`config.mk`:
```
export PLATFORM = sky130hd
export DESIGN_NAME = team_00_wb_master
export DESIGN_NICKNAME = d
export VERILOG_FILES = /design/src/rtl/team_00_wb_pkg.sv /design/src/rtl/team_00_wb_master.sv
export SDC_FILE = /design/constraint.sdc
export NUM_CORES = 1
export LEC_CHECK = 0
export ABC_AREA = 1
export BUFFER_PORTS_ARGS = -buffer_cell sky130_fd_sc_hd__buf_2
export CAP_MARGIN = 30
export CORE_MARGIN = 2
export CORE_UTILIZATION = 45
export DETAILED_ROUTE_END_ITERATION = 12
export MAX_ROUTING_LAYER = met4
export PLACE_DENSITY = 0.79
export RECOVER_POWER = 50
export REMOVE_ABC_BUFFERS = 1
export SYNTH_ARGS = -nofsm -noshare
export SYNTH_HDL_FRONTEND = slang
export SYNTH_SLANG_ARGS = --single-unit
```
`constraint.sdc`:
```
create_clock -name clk_i -period 2 [get_ports clk_i]
set_input_delay 0 -clock clk_i [delete_from_list [all_inputs] [get_ports clk_i]]
set_output_delay 0 -clock clk_i [all_outputs]
set_load 0.02 [all_outputs]
```
`src/rtl/team_00_wb_pkg.sv`:
```
// Shared types for the team_00 Wishbone classic initiator: FSM states,
// default bus widths and the latched request record.
package team_00_wb_pkg;

    localparam int WB_ADDR_W = 32;
    localparam int WB_DATA_W = 32;
    localparam int WB_SEL_W  = WB_DATA_W / 8;

    typedef enum logic [1:0] {
        IDLE = 2'd0,
        BUS  = 2'd1,
        RESP = 2'd2
    } wbm_state_t;

    // Sized for the default widths; the top casts into and out of it.
    typedef struct packed {
        logic                 we;
        logic [WB_ADDR_W-1:0] addr;
        logic [WB_DATA_W-1:0] wdata;
        logic [WB_SEL_W-1:0]  sel;
    } wb_req_t;

endpackage

```
`src/rtl/team_00_wb_master.sv`:
```
// Wishbone classic (B3) single-transfer initiator with a valid/ready request
// channel, a one-cycle response pulse and a bus-cycle timeout.
module team_00_wb_master
    import team_00_wb_pkg::*;
#(
    parameter int TIMEOUT_CYCLES = 255,
    parameter int ADDR_W         = WB_ADDR_W,
    parameter int DATA_W         = WB_DATA_W
) (
    input  logic                clk_i,
    input  logic                rst_i,
    input  logic                req_valid,
    output logic                req_ready,
    input  logic                req_we,
    input  logic [ADDR_W-1:0]   req_addr,
    input  logic [DATA_W-1:0]   req_wdata,
    input  logic [DATA_W/8-1:0] req_sel,
    output logic                rsp_valid,
    output logic [DATA_W-1:0]   rsp_rdata,
    output logic                rsp_err,
    output logic                busy,
    output logic [ADDR_W-1:0]   ADR_O,
    output logic [DATA_W-1:0]   DAT_O,
    output logic [DATA_W/8-1:0] SEL_O,
    output logic                WE_O,
    output logic                STB_O,
    output logic                CYC_O,
    input  logic [DATA_W-1:0]   DAT_I,
    input  logic                ACK_I
);

    localparam int SEL_W = DATA_W / 8;
    localparam int CNT_W = (TIMEOUT_CYCLES > 0) ? $clog2(TIMEOUT_CYCLES + 1) : 1;
    localparam logic [CNT_W-1:0] CNT_MAX   = '1;
    localparam logic [CNT_W-1:0] CNT_LIMIT = CNT_W'(TIMEOUT_CYCLES);

    // Handshake: a request transfers on a rising edge where req_valid and
    // req_ready are both high. req_ready is high only in IDLE, so at most one
    // request is in flight; rsp_valid has no backpressure and must be taken.

    wbm_state_t          state_q, state_d;
    wb_req_t             req_q, req_d;
    logic [CNT_W-1:0]    cnt_q, cnt_d, cnt_inc;
    logic                timeout_hit;
    logic [DATA_W-1:0]   rdata_d;
    logic                err_d;

    always_comb begin
        cnt_inc     = (cnt_q == CNT_MAX) ? cnt_q : cnt_q + CNT_W'(1);
        timeout_hit = (TIMEOUT_CYCLES != 0) && !ACK_I && (cnt_inc == CNT_LIMIT);

        state_d = state_q;
        req_d   = req_q;
        cnt_d   = cnt_q;
        rdata_d = rsp_rdata;
        err_d   = rsp_err;

        unique case (state_q)
            IDLE: begin
                cnt_d = '0;
                if (req_valid) begin
                    req_d.we    = req_we;
                    req_d.addr  = WB_ADDR_W'(req_addr);
                    req_d.wdata = WB_DATA_W'(req_wdata);
                    req_d.sel   = WB_SEL_W'(req_sel);
                    if (req_sel == '0) begin
                        // Empty byte-enable is illegal: answer without a bus cycle.
                        state_d = RESP;
                        rdata_d = '0;
                        err_d   = 1'b1;
                    end else begin
                        state_d = BUS;
                    end
                end
            end
            BUS: begin
                if (ACK_I) begin
                    state_d = RESP;
                    rdata_d = req_q.we ? '0 : DAT_I;
                    err_d   = 1'b0;
                end else if (timeout_hit) begin
                    state_d = RESP;
                    rdata_d = '0;
                    err_d   = 1'b1;
                end else begin
                    cnt_d = cnt_inc;
                end
            end
            RESP: begin
                state_d = IDLE;
            end
            default: begin
                state_d = IDLE;
            end
        endcase
    end

    // Outputs are registered from the next state so they line up with it.
    always_ff @(posedge clk_i) begin
        if (rst_i) begin
            state_q   <= IDLE;
            req_q     <= '0;
            cnt_q     <= '0;
            req_ready <= 1'b1;
            busy      <= 1'b0;
            rsp_valid <= 1'b0;
            rsp_rdata <= '0;
            rsp_err   <= 1'b0;
            CYC_O     <= 1'b0;
            STB_O     <= 1'b0;
            WE_O      <= 1'b0;
            ADR_O     <= '0;
            DAT_O     <= '0;
            SEL_O     <= '0;
        end else begin
            state_q   <= state_d;
            req_q     <= req_d;
            cnt_q     <= cnt_d;
            req_ready <= (state_d == IDLE);
            busy      <= (state_d != IDLE);
            rsp_valid <= (state_d == RESP);
            rsp_rdata <= rdata_d;
            rsp_err   <= err_d;
            CYC_O     <= (state_d == BUS);
            STB_O     <= (state_d == BUS);
            WE_O      <= (state_d == BUS) && req_d.we;
            ADR_O     <= (state_d == BUS) ? ADDR_W'(req_d.addr)  : '0;
            DAT_O     <= (state_d == BUS) ? DATA_W'(req_d.wdata) : '0;
            SEL_O     <= (state_d == BUS) ? SEL_W'(req_d.sel)    : '0;
        end
    end

endmodule

```
Yosys cells after proc, flatten, opt, wreduce, memory -nomap -nowiden:

Index checks and enable logic that the tools add are counted.

* memories: 0
* ROM bits: 0
* memory bits (writable): 0
* flip-flop bits (word level): 185
* word-level logic and storage cells: 61
* input port bits: 105
* latch bits: 0

* bitwise gates (word level): 1
* $add $sub $neg: 1
* magnitude comparators: 0
* equal/unequal tests: 10
* multipliers: 0
* shift-type cells: 0
* reduce and logical (&&, ||, !) cells: 11
* muxes and demuxes: 22
* div/mod/pow operators: 0

Operators with widths (number)
* 32-bit 2-to-1 mux: 5
* 69-bit 2-to-1 mux: 2
* 32-bit one-hot mux with 2 select lines: 1
* 8-bit 2-to-1 mux: 3
* 8-bit equality test (second input constant): 2
* 8-bit one-hot mux with 2 select lines: 1
* 8-bit by 1-bit adder with 8-bit output (second input constant): 1
* 2-bit 2-to-1 mux: 4
* 2-bit inequality test (second input constant): 4
* 2-bit by 1-bit equality test with 1-bit output (second input constant): 2
* 2-bit logical NOT: 2
* 4-bit logical NOT: 1
* 1-bit 2-to-1 mux: 4
* 2-bit one-hot mux with 2 select lines: 1
* 4-bit AND reduction: 1
* 2-bit nonzero test: 2
* 3-bit inequality test (second input constant): 1
* 3-bit AND reduction: 1
* 2-bit equality test (second input constant): 1
* 1-bit logical AND: 2
* 1-bit one-hot mux with 2 select lines: 1
* 2-bit OR reduction: 1
* 1-bit logical NOT: 1
* 1-bit NOT: 1

Depth between registers and ports, before layout:

Gate-level depths: netlist of the first run.

* depth after elaboration: 10
* depth in mapped cells: 17
* gate-level depth less buffers: 16

Worst setup path before layout of the first run:

Ideal clock, no wire load.

* path type: reg2reg
* start: register cnt_q[0]
* end: register rsp_rdata[11]
* setup slack: 0.131 ns
* buffers on the path: 1
* cell stages (with the launch flop): 18
* setup time: 0.112 ns
* arrival: 1.757 ns
* path through: dfxtp_1 ha_1 nand2_2 nor2_4 nand2_4 nand2_1 nand2_1 inv_2 nand2_1 nor2_1 nand2_1 nand2_2 nand2_4 nand2_4 inv_4 buf_6 nor2_2 nor2_1

* longest elaborated chain between the ends: 6
* elaborated cells on any way between the ends: 7
* those cells by class: add/sub (1); eq/ne (3); mux (1); reduce/logical (2)

RTL lines
* from (decl): RTL line team_00_wb_master.sv:43 `logic [CNT_W-1:0] cnt_q, cnt_d, cnt_inc;`
* from (signal assigned): RTL line team_00_wb_master.sv:118 `cnt_q <= cnt_d;`
* 8-bit by 1-bit adder with 8-bit output or 8-bit equality test (tied branches): RTL line team_00_wb_master.sv:49 `cnt_inc = (cnt_q == CNT_MAX) ? cnt_q : cnt_q + CNT_W'(1);`
* 8-bit 2-to-1 mux *: RTL line team_00_wb_master.sv:49
* 8-bit equality test *: RTL line team_00_wb_master.sv:50 `timeout_hit = (TIMEOUT_CYCLES != 0) && !ACK_I && (cnt_inc == CNT_LIMIT);`
* 1-bit logical AND *: RTL line team_00_wb_master.sv:50
* 3-bit inequality test (no line) *
* 4-bit AND reduction (no line) *
* to (signal assigned): RTL line team_00_wb_master.sv:122 `rsp_rdata <= rdata_d;`
* to (decl): RTL line team_00_wb_master.sv:19 `output logic [DATA_W-1:0] rsp_rdata,`

Mark *: on every way between the ends. The rest lies on a longest branch, timed or not.
A chain may end at the register's enable or synchronous reset.

Worst setup path in the final report of the first run:

* start: register cnt_q[1]
* end: register cnt_q[0]

* longest elaborated chain between the ends: 6
* elaborated cells on any way between the ends: 10
* those cells by class: add/sub (1); eq/ne (3); mux (4); reduce/logical (2)

RTL lines (RTL line)
* 8-bit by 1-bit adder with 8-bit output or 8-bit equality test (tied branches): team_00_wb_master.sv:49
* 8-bit 2-to-1 mux *: team_00_wb_master.sv:49
* 8-bit equality test: team_00_wb_master.sv:50
* 1-bit logical AND: team_00_wb_master.sv:50
* 2-bit inequality test (no line)
* 3-bit AND reduction (no line)

Mark *: on every way between the ends. The rest lies on a longest branch, timed or not. The select of a mux whose other input is x is not followed.

==> out/metrics.yaml, run 1 <==
status:
  outcome: "finished clean"
cells_and_area:
  drive_above_1_share_pct: 19.24
  regArea_um2: 3710
  nets: 1205
  fillers: 1098
  design_area_um2: 9395
  multiInputGateArea_um2: 2282
  area_delta_synth_final_pct: 46.20
  antenna_cells: 0
  instances_no_fill: 1292
synthesis:
  async_flop_share_pct: 0
  netlist-cell-type-count: 29
  synth_warnings: 0
  synth_area_um2: 6426
  syn_area_per_cell_um2: 8.145
  synth-edff-count: 0
  synth_seq_cells: 185
  ys_seq_area_share_pct: 57.63
  synth.top_cells.by_count: "nor2_1, dfxtp_1, nand2_1, inv_1, nor3_1"
  synth.area.top_cells: "dfxtp_1, nor2_1, nand2_1"
  synth_top_area_cell: "dfxtp_1"
  synth_most_common_cell: "nor2_1"
  synthFlopType: "dfxtp_1"
  synthesis.instances: 789
  synth_top_cell_area_share_pct: 57.63
timing:
  worstMarginPinSlew_ns: 0.5870
  finalSetupTns_ns: 0
  report.final.hold_viol_count: 0
  final.setup.worst_slack_ns: 0.07065
  period_minus_slack_ns: 1.929
  finalSetupViolCount: 0
  post-route-period-util_pct: 96.47
  skew_ns: 0.01260
  rsz0062_at_grt: "yes"
  fmax_mhz: 518.3
  slew_violations: 0
  slew_headroom_pct: 60.86
power_and_ir_drop:
  p_sw_share_pct: 26.25
  power_frac_comb_pct: 14.6
  p_int_mw: 6.461
  clkPwrFrac_pct: 39.6
  power_density_nw_per_um2: 932.5
  p_leak_nw: 4.229
  finalPower_mw: 8.761
  pwr-share-seq_pct: 45.8
  p_sw_mw: 2.300
  vdd_drop_max_mv: 0.6288
floorplan:
  dieArea_um2: 15250
  fp.dieW_um: 123.5
  rows: 43
  io_pins: 212
  core_um2: 13930
  initial_core_util_pct: 46.12
  die_h_um: 123.5
routing:
  firstDrtPassIters: 4
  vias: 6226
  first_iter_violations: 325
  totalWireLength_mm: 18.77
  vias_per_cell: 4.819
  remaining_drc_errors: 0
  wire_per_inst_um: 14.53
  postRouteAntennaNets: 0
worst_setup_path:
  path_delay_family: "simple AND/OR/NAND/NOR gates"
  worstPathRequired_ns: 2.34
  cp-end-kind: "register"
  critPathLaunchType: "register"
  critPathMaxStageDelay_ns: 0.35
  crit_chain: "ha_4, nand2_4, nor2_4, nand2_4, nand2_1, nand2_1, inv_2, nand2_1, nor2_1, nand2_1, nand2_2, nand2_4, nand2_2, nand2_1, a21oi_1"
  crit_slowest_cell: "dfxtp_2"
  path_buf_inv: 1
  cp_max_fo: 8
  cp_common_cell: "nand2_1"
  crit_type: "register to register"
  startpoint: "cnt_q[1]"
  reg2reg_from: "cnt_q[1]"
  critPathArrivalTime_ns: 2.26
place:
  placed_area_um2: 7689
  hpwl_mm: 10.33
  io_buffers: 211
  placed_cells_incl_taps: 1153
  place_ws_ns: 0.04072
  gp_congestion: 0.8469
global_routing:
  grt_pass1_vias: 5888
  grt_first_pass_wirelength_mm: 27.80
  grtUsageTotal_pct: 24.20
  grt_overflow: 0
  antenna_found_initial: 0
  grt_max_degree: 55
clock_network:
  clock_path_buffers: 2
  cts_tree: "built"
  worstSkewPairLatency_ns: 0.43
  htree_levels: 4
  clock-sinks: 185
  cts-root-buf: "clkbuf_16"
  cts_made_buffers: 17
  cts.clk_slew.worst_paths_ns: 0.07
min_path:
  worstHoldStart: "rst_i"
  hold_class: "primary input to register"
job:
  max_cap_violations: 0
==> tightest hold or removal path, cell delays in order <==
cell,delay [ns]
buf_4,0.09
inv_1,0.23
nand2_1,0.15
nor2_1,0.03
==> what timing repair did <==
item | in CTS | in global routing
endpoints found under the setup margin | 0 | 115
hold buffers | 101 | 0
setup buffers | 0 | 2
gates resized for setup | 0 | 27
endpoints found under the hold margin | 169 | 0
==> layer usage <==
| metal | global-route usage [%] | vias up | share of wire [%] | wire [µm] |
|---|---|---|---|---|
| met5 | - | - | 0 | 0 |
| met4 | 9.517 | 0 | 2.7 | 512 |
| met3 | 6.919 | 47 | 6.0 | 1117 |
| met2 | 40.69 | 242 | 51 | 9557 |
| met1 | 27.14 | 2884 | 40 | 7582 |
| li1 | - | 3053 | - | - |
==> sequential cells by signal (all words and copies together), names as in the netlist, 2 cells and up <==
name,count
state_q,2
req_q,69
SEL_O,4
cnt_q,8
ADR_O,32
DAT_O,32
rsp_rdata,32
==> layout make-up <==
type                            instances  share of cell area (%)
Sequential cell                       185                   39.49
Multi-Input combinational cell        487                   24.29
Timing Repair Buffer                  335                   24.25
Clock buffer                           22                   5.154
Inverter                               73                   3.023
Tap cell                              180                   2.397
Clock inverter                         10                   1.398
==> logic make-up (layout without fill, tap and decap cells) <==
logic type,Yosys count,after routing,share of synthesized area (%)
flops,185,185,57.63
buf+inv,117,440,7.632
fa+ha+maj,1,1,0.1947
simple gates,435,435,29.05
xor+xnor,1,1,0.1363
mux,17,17,2.648
compound gates,33,33,2.706
==> cells in the final DEF (no fill, tap or decap), drive strengths merged <==
| cell | instances |
|---|---|
| nand3 | 30 |
| inv | 75 |
| ha | 1 |
| mux2i | 17 |
| bufinv | 2 |
| o21ai | 3 |
| nor3 | 52 |
| dlygate4sd3 | 101 |
| buf | 137 |
| clkbuf | 119 |
| nand4 | 2 |
| dfxtp | 185 |
| o21bai | 2 |
| or2 | 1 |
| xor2 | 1 |
| nor2 | 244 |
| nand3b | 13 |
| a21oi | 28 |
| and2 | 1 |
| nor4 | 1 |
| nand2 | 91 |
| clkinv | 6 |
==> final timing paths <==
path                   to  slack (ns)  cells past startpoint
max              cnt_q[0]        0.07                     15
max reg2reg      cnt_q[0]        0.07                     15
min          rsp_rdata[9]        0.12                      4
min reg2reg  rsp_rdata[8]        0.48                      2
==> per-stage QoR <==
step | util [%] | hold slack (ns)
after global routing | 67.42 | 0.1595
after global placement | 55.18 | 0.2536
after CTS | 66.85 | 0.07980
after detailed placement | 55.18 | 0.2588
final | 67.42 | 0.1154
after floorplan | - | 0.06907
==> power groups by stage <==
stage,sequential (mW),combinational (mW),clock [mW]
floorplan,4.23,0.470,0
global placement,4.08,1.05,0
detailed placement,4.08,1.06,0
CTS,4.01,1.22,3.50
global route,4.03,1.40,3.66
finish,4.01,1.28,3.47
(Power assumes the default switching activity.)
==> inputs of run 2 (changes only) <==
--- a/config.mk
+++ b/config.mk
@@ -9,10 +9,11 @@
 export BUFFER_PORTS_ARGS = -buffer_cell sky130_fd_sc_hd__buf_2
 export CAP_MARGIN = 30
 export CORE_MARGIN = 2
-export CORE_UTILIZATION = 45
+export CORE_UTILIZATION = 47
+export CTS_BUF_LIST = sky130_fd_sc_hd__clkbuf_4
 export DETAILED_ROUTE_END_ITERATION = 12
 export MAX_ROUTING_LAYER = met4
-export PLACE_DENSITY = 0.79
+export PLACE_DENSITY = 0.82
 export RECOVER_POWER = 50
 export REMOVE_ABC_BUFFERS = 1
 export SYNTH_ARGS = -nofsm -noshare
==> out/metrics.yaml, run 2 (same netlist as run 1, synthesis figures left out) <==
routing:
  vias: 6299
  firstDrtPassIters: 5
  wire_per_inst_um: 14.46
  vias_per_cell: 4.849
  totalWireLength_mm: 18.78
  remaining_drc_errors: 0
  first_iter_violations: 399
  postRouteAntennaNets: 0
power_and_ir_drop:
  p_leak_nw: 4.033
  vdd_drop_max_mv: 0.6295
  power_density_nw_per_um2: 776.2
min_path:
  hold_depth: 4
  hold_class: "primary input to register"
  worstHoldStart: "DAT_I[3]"
timing:
  fmax_mhz: 518.3
  rsz0062_at_grt: "yes"
  worstMarginPinSlew_ns: 0.8438
  finalSetupTns_ns: 0
  period_minus_slack_ns: 1.929
  skew_ns: 0.02255
  finalSetupViolCount: 0
  slew_violations: 0
  post-route-period-util_pct: 96.46
  report.final.hold_viol_count: 0
  slew_headroom_pct: 43.75
job:
  max_cap_violations: 0
floorplan:
  die_h_um: 120.9
  core_um2: 13300
  dieArea_um2: 14620
  rows: 42
  initial_core_util_pct: 48.33
  io_pins: 212
  fp.dieW_um: 120.9
worst_setup_path:
  crit_chain: "ha_4, nand2_4, nor2_4, nand2_4, nand2_1, nand2_1, inv_2, nand2_1, nor2_1, nand2_2, nand2_4, nand2_8, clkbuf_16, nand3_1, a21oi_1"
  worst-path-stages: 15
  crit_type: "register to register"
  cp-end-kind: "register"
  reg2reg_slack_ns: 0.07
  critPathArrivalTime_ns: 2.38
  critPathMaxStageDelay_ns: 0.38
  crit_path_end: "rsp_rdata[23]"
  critPathLaunchType: "register"
  r2r_cells: 15
  startpoint: "cnt_q[0]"
  path_delay_family: "simple AND/OR/NAND/NOR gates"
  r2r_end: "rsp_rdata[23]"
  path_buf_inv: 2
  crit_slowest_cell: "dfxtp_2"
  cp_max_fo: 8
  reg2reg_from: "cnt_q[0]"
  worstPathRequired_ns: 2.45
clock_network:
  cts_made_buffers: 17
  worstSkewPairLatency_ns: 0.58
  clock_path_buffers: 2
  cts-root-buf: "clkbuf_4"
  clock-sinks: 185
  htree_levels: 4
  cts.clk_slew.worst_paths_ns: 0.14
  cts_tree: "built"
global_routing:
  grt_first_pass_wirelength_mm: 28.90
  grtUsageTotal_pct: 25.77
  grt_pass1_vias: 6207
  use_met3_pct: 6.391
  use_met2_pct: 45.05
  grt-busiest-layer: "met2"
  grt_overflow: 0
  grt_max_degree: 49
  met1_usage_pct: 27.63
  antenna_found_initial: 0
place:
  gp_congestion: 0.8854
  io_buffers: 211
  hpwl_mm: 10.36
cells_and_area:
  antenna_cells: 0
  nets: 1216
  largest_reg_flops: 69
  drive_above_1_share_pct: 17.99
  final_common_cell: "nor2_1"
  area_delta_synth_final_pct: 41.36
  final_core_util_pct: 68.32
  final_cell_mix: "nor2_1, dfxtp_1, dlygate4sd3_1, clkbuf_1, buf_2"
  largest-register: "req_q"
status:
  outcome: "finished clean"
[run 2: final cells by class]
class                   instances  area, µm²
well taps                     176      220.2
clock inverters                12      77.57
repair buffers                345       2316
inverters                      73      284.0
flip-flops and latches        185       3709
multi-input cells             488       2327
clock buffers                  20      150.1
fillers                      1040       4212
[run 2: layer usage]
metal / up-vias / share of wire (%)
met5: - / 0
met4: 0 / 3.4
met3: 55 / 6.1
met2: 251 / 51
met1: 2914 / 39
li1: 3079 / -
[run 2: power breakdown]
part | leakage [nW] | total, mW | switching, mW | internal, mW
clock | 0.128 | 1.76 | 1.23 | 0.524
sequential | 1.52 | 4.01 | 0.0836 | 3.93
combinational | 2.39 | 1.28 | 0.755 | 0.524
[run 2: how the worst min path moves through the flow]
stage / end / slack (ns)
2_1_floorplan: cnt_q[0] / 0.07
3_3_place_gp: req_q[58] / 0.25
3_5_place_dp: rsp_rdata[1] / 0.26
4_1_cts: rsp_rdata[24] / 0.17
5_1_grt: rsp_rdata[1] / 0.18
6_report: rsp_rdata[3] / 0.22
[run 2: what timing repair did]
item                                    CTS  global route
resized for setup                         6            23
setup buffers                             0             1
cloned                                    0             5
endpoints found under the setup margin   86           115
pin swaps                                 1            13
hold buffers                            108             0
endpoints found under the hold margin   174             0
[run 2: worst register-to-register path, delay by kind of cell (launching register included)]
kind                       cells  cell delay (ns)
and+or+nand+nor               11             0.97
DFF                            1             0.38
buffers and inverters          2             0.22
adders and majority gates      1             0.17
AOI/OAI and AO/OA              1             0.07
[run 2: metrics by stage]
step / instances / hold slack [ns] / cell area (µm²) / setup WS [ns] / power, mW
after CTS: 1293 / 0.1672 / 9030 / -0.01300 / 7.027
after global routing: 1299 / 0.1847 / 9084 / -0.05737 / 7.381
after detailed placement: 1153 / 0.2567 / 7701 / -0.07032 / 5.148
final: 1299 / 0.2179 / 9084 / 0.07073 / 7.051
after global placement: 1153 / 0.2532 / 7701 / -0.03261 / 5.128
after floorplan: 745 / 0.06907 / 6212 / -1.765 / 4.699
